[config.mk]
export PLATFORM = sky130hd
export DESIGN_NAME = capture_packer
export DESIGN_NICKNAME = d
export VERILOG_FILES = /design/src/rtl/capture_packer.sv
export SDC_FILE = /design/constraint.sdc
export NUM_CORES = 1
export LEC_CHECK = 0
export BUFFER_PORTS_ARGS = -buffer_cell sky130_fd_sc_hd__buf_2
export CORE_MARGIN = 4
export CORE_UTILIZATION = 60
export CTS_CLUSTER_SIZE = 20
export DETAILED_ROUTE_END_ITERATION = 7
export GPL_TIMING_DRIVEN = 0
export PLACE_DENSITY = 0.89
export SYNTH_ARGS = -nofsm -noshare
export SYNTH_HDL_FRONTEND = slang
export SYNTH_SLANG_ARGS = --single-unit
export TNS_END_PERCENT = 5
[constraint.sdc]
create_clock -name clk_i -period 3.4 [get_ports clk_i]
set_input_delay 0.17 -clock clk_i [delete_from_list [all_inputs] [get_ports clk_i]]
set_output_delay 0.17 -clock clk_i [all_outputs]
set_load 0.01 [all_outputs]
[src/rtl/capture_packer.sv]
// capture_packer
// Packs a valid/ack byte stream into 16-bit words for a FIFO write port.
// The first byte of a pair lands in [7:0] and the second in [15:8]. A lone held
// byte is padded out with PAD_BYTE in [15:8] when flush_i is raised or when the
// input has been idle for TIMEOUT cycles. Wrapping word/pad counters are kept
// for debug visibility.
module capture_packer #(
    parameter int         TIMEOUT  = 4096,
    parameter int         W_TO     = 13,
    parameter logic [7:0] PAD_BYTE = 8'h00
) (
    input  logic        clk_i,
    input  logic        reset_i,
    input  logic [7:0]  in_data_i,
    input  logic        in_valid_i,
    output logic        in_ack_o,
    output logic [15:0] out_data_o,
    output logic        out_valid_o,
    input  logic        out_ready_i,
    input  logic        flush_i,
    output logic [15:0] stat_words_o,
    output logic [15:0] stat_pads_o
);

    typedef enum logic [0:0] {
        ST_EMPTY = 1'b0,
        ST_HALF  = 1'b1
    } state_t;

    // Terminal count of the idle counter. With the timeout disabled the counter
    // simply parks at all-ones and is never used to pad.
    localparam logic [W_TO-1:0] TO_LAST = (TIMEOUT == 0) ? {W_TO{1'b1}}
                                                         : W_TO'(TIMEOUT - 1);

    state_t          state_r;
    logic [7:0]      lo_r;
    logic [W_TO-1:0] to_cnt_r;

    logic            slot_free_s;
    logic            xfer_s;
    logic            ack_s;
    logic            to_expired_s;
    logic            load_word_s;
    logic            load_pad_s;

    // Handshake decode: byte acceptance and which kind of word (if any) loads now.
    always_comb begin
        slot_free_s  = !out_valid_o || out_ready_i;
        xfer_s       = out_valid_o && out_ready_i;
        to_expired_s = (TIMEOUT != 0) && (to_cnt_r == TO_LAST);
        if (state_r == ST_EMPTY) begin
            // Taking the low byte never needs the output slot.
            ack_s       = in_valid_i;
            load_word_s = 1'b0;
            load_pad_s  = 1'b0;
        end else begin
            // Fresh data always wins over a flush or timeout in the same cycle.
            ack_s       = in_valid_i && slot_free_s;
            load_word_s = in_valid_i && slot_free_s;
            load_pad_s  = !in_valid_i && (flush_i || to_expired_s) && slot_free_s;
        end
    end

    assign in_ack_o = ack_s;

    // Packing state and the held low byte.
    always_ff @(posedge clk_i) begin
        if (reset_i) begin
            state_r <= ST_EMPTY;
            lo_r    <= 8'h00;
        end else begin
            case (state_r)
                ST_EMPTY: begin
                    if (in_valid_i) begin
                        lo_r    <= in_data_i;
                        state_r <= ST_HALF;
                    end else begin
                        state_r <= ST_EMPTY;
                    end
                end
                ST_HALF: begin
                    if (load_word_s || load_pad_s) begin
                        state_r <= ST_EMPTY;
                    end else begin
                        state_r <= ST_HALF;
                    end
                end
                default: begin
                    state_r <= ST_EMPTY;
                end
            endcase
        end
    end

    // Idle counter: counts HALF cycles without an ack and saturates at the terminal count.
    always_ff @(posedge clk_i) begin
        if (reset_i) begin
            to_cnt_r <= {W_TO{1'b0}};
        end else if ((state_r == ST_EMPTY) || ack_s) begin
            to_cnt_r <= {W_TO{1'b0}};
        end else if (to_cnt_r != TO_LAST) begin
            to_cnt_r <= to_cnt_r + W_TO'(1);
        end else begin
            to_cnt_r <= to_cnt_r;
        end
    end

    // Output word register: load a full or padded word, otherwise retire on transfer.
    always_ff @(posedge clk_i) begin
        if (reset_i) begin
            out_data_o  <= 16'h0000;
            out_valid_o <= 1'b0;
        end else if (load_word_s) begin
            out_data_o  <= {in_data_i, lo_r};
            out_valid_o <= 1'b1;
        end else if (load_pad_s) begin
            out_data_o  <= {PAD_BYTE, lo_r};
            out_valid_o <= 1'b1;
        end else if (xfer_s) begin
            out_valid_o <= 1'b0;
        end else begin
            out_valid_o <= out_valid_o;
        end
    end

    // Debug statistics: words loaded (full and padded) and padded words, both wrapping.
    always_ff @(posedge clk_i) begin
        if (reset_i) begin
            stat_words_o <= 16'h0000;
            stat_pads_o  <= 16'h0000;
        end else begin
            if (load_word_s || load_pad_s) begin
                stat_words_o <= stat_words_o + 16'd1;
            end else begin
                stat_words_o <= stat_words_o;
            end
            if (load_pad_s) begin
                stat_pads_o <= stat_pads_o + 16'd1;
            end else begin
                stat_pads_o <= stat_pads_o;
            end
        end
    end

endmodule
==> Yosys cells after proc, flatten, opt, wreduce, memory -nomap -nowiden <==
Cells that the tools add are included.
{ "totals": {"ff_bits": 71, "input_bits": 13, "out_inout_bits": 50} }
{ "classes": {"n_addsub": 3, "n_eq_ne": 2, "n_mux": 11, "bitwise_logic": 1, "n_reduce_logical": 14} }
{ "ops": {"columns": ["cell", "n"], "rows": [
  ["16-bit by 1-bit adder with 16-bit output, second input constant", 2],
  ["16-bit 2-to-1 mux", 2],
  ["13-bit by 1-bit adder with 13-bit output, second input constant", 1],
  ["13-bit by 12-bit == test with 1-bit output, second input constant", 1],
  ["13-bit by 12-bit != test with 1-bit output, second input constant", 1],
  ["1-bit 2-to-1 mux", 8],
  ["1-bit logical AND", 4],
  ["1-bit logical OR", 4],
  ["3-bit nonzero test", 1],
  ["1-bit logical NOT", 2],
  ["1-bit case mux with 2 select lines", 1],
  ["2-bit AND reduction", 1],
  ["2-bit nonzero test", 1],
  ["2-bit OR reduction", 1],
  ["1-bit inverter", 1]
]} }

==> Longest topological paths before layout <==
{ "depth": {"word_depth": 8, "ltp_mapped": 7, "ltp_nobuf": 5} }

==> Least setup slack after synthesis <==
OpenSTA, ideal clock, no wires.
{ "synth_timing": {"path_type": "reg-to-reg", "start": "reg to_cnt_r[0]", "end": "reg stat_words_o[15]", "setup_ps": 123, "arrival_time_ps": 1959, "setup_slack_ps": 1318, "path_stages_with_launch": 7, "path_buffers": 1, "period_less_slack_ps": 2082, "path_cell_list": "dfxtp_1 -> ha_1 -> nand4_2 -> o41a_1 -> buf_6 -> nor4_4 -> mux2_1"} }
{ "synth_via": {"elab_chain_cells": 6} }
{ "synth_lines": {"columns": ["element", "line", "source"], "rows": [
  ["from (decl)", "37", "logic [W_TO-1:0] to_cnt_r;"],
  ["from (signal assigned)", "98", "to_cnt_r <= {W_TO{1'b0}};"],
  ["from (signal assigned)", "100", "to_cnt_r <= {W_TO{1'b0}};"],
  ["from (signal assigned)", "102", "to_cnt_r <= to_cnt_r + W_TO'(1);"],
  ["13-bit by 12-bit == test with 1-bit output", "50", "to_expired_s = (TIMEOUT != 0) && (to_cnt_r == TO_LAST);"],
  ["1-bit logical OR", "60", "load_pad_s = !in_valid_i && (flush_i || to_expired_s) && slot_free_s;"],
  ["1-bit logical AND (2 in a row)", "60", null],
  ["1-bit 2-to-1 mux", "51", "if (state_r == ST_EMPTY) begin"],
  ["1-bit logical OR", "132", "if (load_word_s || load_pad_s) begin"],
  ["to (signal assigned)", "133", "stat_words_o <= stat_words_o + 16'd1;"],
  ["to (signal assigned)", "135", "stat_words_o <= stat_words_o;"],
  ["to (decl)", "21", "output logic [15:0] stat_words_o,"]
]} }
Every way passes these cells.
A chain may end at the register's enable or synchronous reset.

==> Worst setup path after layout <==
{ "layout_timing": {"start": "reg to_cnt_r[0]", "end": "reg stat_pads_o[11]"} }
{ "layout_via": {"elab_chain_cells": 5} }
{ "layout_lines": {"columns": ["element", "line", "source"], "rows": [
  ["13-bit by 12-bit == test with 1-bit output", "50", null],
  ["1-bit logical OR", "60", null],
  ["1-bit logical AND (2 in a row)", "60", null],
  ["1-bit 2-to-1 mux", "51", null],
  ["to (signal assigned)", "138", "stat_pads_o <= stat_pads_o + 16'd1;"],
  ["to (signal assigned)", "140", "stat_pads_o <= stat_pads_o;"],
  ["to (decl)", "22", "output logic [15:0] stat_pads_o"]
]} }
Every way passes these cells.

==> summary.md <==
| Metric | Value |
|---|---|
| Total global-route track usage | 24.87% |
| # rows | 27 |
| Netlist cell types | 48 |
| DRC viols | 0 |
| Synth Cell Area | 0.003412 mm² |
| Clk slew on worst S/H paths | 0.08 ns |
| IO buf count | 61 |
| Diode count | 0 |
| Post-route ant nets | 0 |
| Min cycle time layout | 2.399 ns |
| Post-detail-place hpwl | 5.937 mm |
| TritonCTS Buffers | 9 |
| Die area | 0.006957 mm² |
| DR iter-0 viols | 169 |
| Unrepaired setup endpoints after global routing | false |
| Asr flop ratio synth | 0% |
| Synth top area share | 41.66% |
| Worst vdd ir | 0.3221 mV |
| Clock Sinks | 71 |
| Largest cells by area after synthesis | dfxtp_1 42%, a21oi_1 4.8%, nand2b_1 4.4% |
| Setup bufs post-CTS | 0 |
| Critical path class | reg -> reg |
| Slew margin rel. | 28.03% |
| Worst Hold Class | in -> reg |
| Share of layout cells above drive strength 1 | 20.73% |
| CTS root buf | clkbuf_8 |
| First-pass GRT wire length | 14.41 mm |
| Setup tns final | 0 ns |
| Die Width | 83.41 µm |
| Status | complete, no violations |
| Pre-CTS WS | 1.090 ns |
| Period utilization | 70.56% |
| Met1 Usage GRT | 30.63% |
| Final nets | 479 |
| Antenna violations before repair | 0 |
| Synth warn | 0 |
| Area grow syn2layout | 18.04% |
| Worst setup margin | 1.001 ns |
| Syn Area/Cell | 8.726 µm² |
| Number of synthesized flops with an enable pin | 0 |
| Part of the Yosys area used for sequential elements | 41.66% |
| Leakage power | 0.001529 µW |
| Routed wire length | 8.498 mm |
| Met2 GRT Util | 41.25% |
| Post-synth top flop | dfxtp_1 |
| Routed vias/inst | 6.039 |
| Synthesized instance count | 391 |
| GR Layer Usage met3 | 5.853% |
| H-tree levels | 3 |
| Skew final | 0.01064 ns |
| Top post-synthesis cells by count | 71 x dfxtp_1, 33 x a21oi_1, 33 x nor2_1 |
| Io pins | 63 |
| Crit Path Max Fanout | 10 |
| Total number of vias | 3261 |
| Initial Utilization | 61.96% |
| CTS tree | built |
| Fillers | 411 |
| Count leader, synth | dfxtp_1 |
| Vias in the first global route | 3171 |
| Cts hold-fix bufs | 0 |
| Grt ovf | 0 |
| Crit end category | flop |
| Max-cap viol count | 0 |
| Die Ht | 83.41 µm |
| Synthesized netlist net count | 407 |
| Clock buffer depth | 2 |
| Fmax | 416.8 MHz |
| Largest net degree at the start of global routing | 14 |
| CP required | 3.64 ns |
| Setup Viol. Count Final | 0 |
| FF+latch count, synth | 71 |
| Slew Viols, Final | 0 |
| Wirelength per Cell | 15.74 µm |
| Final Hold Vio Count | 0 |
| Clock latency at the later pin of the worst-skew pair | 0.35 ns |
| Cell taking the most area after synthesis | dfxtp_1 |
| Total power density per cell area | 434.6 mW/mm² |
| Startpoint types | flop |
| Post-CTS sizing | 0 |
| Core ar. | 0.005507 mm² |
| Worst-margin pin slew | 1.070 ns |
| 1st-pass router iterations | 4 |
| GR peak layer | met2 |
| WP data arrival | 2.64 ns |
| GP Congestion | 0.8751 |
-- cells by family (layout without fill, tap and decap cells) --
family	after synthesis	after routing	share of synthesized area, %
buffers and inverters	33	110	4.437
AO/OA/AOI/OAI	75	75	14.27
multiplexers	19	19	5.867
adder cells (fa/ha/maj)	3	3	1.100
flip-flops	71	71	41.66
XOR/XNOR	5	5	1.284
AND/OR/NAND/NOR	185	185	31.39
-- path summary, 6_finish.rpt --
kind / from / end / cells past startpoint / slack [ns]
worst max-delay path: to_cnt_r[0]$_SDFFE_PP0N_ / stat_pads_o[11]$_SDFFE_PP0P_ / 6 / 1.00
worst min-delay path: in_data_i[4] / lo_r[4]$_SDFFE_PP0P_ / 3 / 0.06
worst max register to register: to_cnt_r[0]$_SDFFE_PP0N_ / stat_pads_o[11]$_SDFFE_PP0P_ / 6 / 1.00
worst min register to register: lo_r[1]$_SDFFE_PP0P_ / lo_r[1]$_SDFFE_PP0P_ / 2 / 0.46
-- worst max-delay path: stages (launching register included) --
cell,delay (ns)
dfxtp_1,0.38
ha_1,0.30
and4_1,0.33
a41oi_4,0.22
buf_6,0.21
nor4b_1,0.47
mux2_2,0.38
-- metal layers --
metal | wire, µm | vias up
met5 | 0 | -
met4 | 171 | 0
met3 | 566 | 17
met2 | 4123 | 124
met1 | 3637 | 1544
li1 | - | 1576
-- layout make-up --
| cell class | count | area [µm²] | area share [%] |
|---|---|---|---|
| plain buffers | 28 | 132.6 | 3.293 |
| clock buffers | 9 | 123.9 | 3.075 |
| clock inverters | 7 | 96.34 | 2.392 |
| inverters | 5 | 18.77 | 0.4660 |
| multi-input cells | 287 | 1839 | 45.67 |
| flip-flops and latches | 71 | 1421 | 35.29 |
| well taps | 72 | 90.09 | 2.237 |
| repair buffers | 61 | 305.3 | 7.580 |
-- per-stage QoR --
step | utilization, % | std cells | hold slack (ns) | area (µm²) | power (µW)
finish | 73.14 | 540 | 0.06490 | 4028 | 1751
detailed placement | 69.14 | 524 | 0.4337 | 3807 | 1019
global placement | 69.14 | 524 | 0.4317 | 3807 | 1014
floorplan | - | 391 | 0.3060 | 3412 | 969.8
global route | 73.14 | 540 | 0.07736 | 4028 | 1813
CTS | 73.14 | 540 | 0.05881 | 4028 | 1757
-- state kept, by name, summed over array words and instances (netlist names) --
signal,cells
out_valid_o,1
lo_r,8
out_data_o,16
stat_pads_o,16
stat_words_o,16
to_cnt_r,13
state_r,1
-- cells in the final DEF (no fill, tap or decap), types with 9 or more instances in the layout --
cell type / netlist / final
a21oi_1: 33 / 33
clkbuf_8: 0 / 9
buf_2: 4 / 65
nand2_1: 29 / 29
o31ai_1: 17 / 17
mux2i_1: 11 / 11
nor2b_1: 9 / 9
dfxtp_1: 71 / 71
clkbuf_1: 15 / 15
nand3_1: 16 / 16
nand4_1: 10 / 10
nor4_1: 11 / 11
o21ai_0: 9 / 9
nand2b_1: 24 / 24
or4_1: 17 / 17
nor2_1: 33 / 33
-- where the power goes --
group	switching [µW]	internal [µW]
logic	91.7	49.2
clock network	335	414
registers	12.0	849
total	438	1310
(Power assumes the default switching activity.)
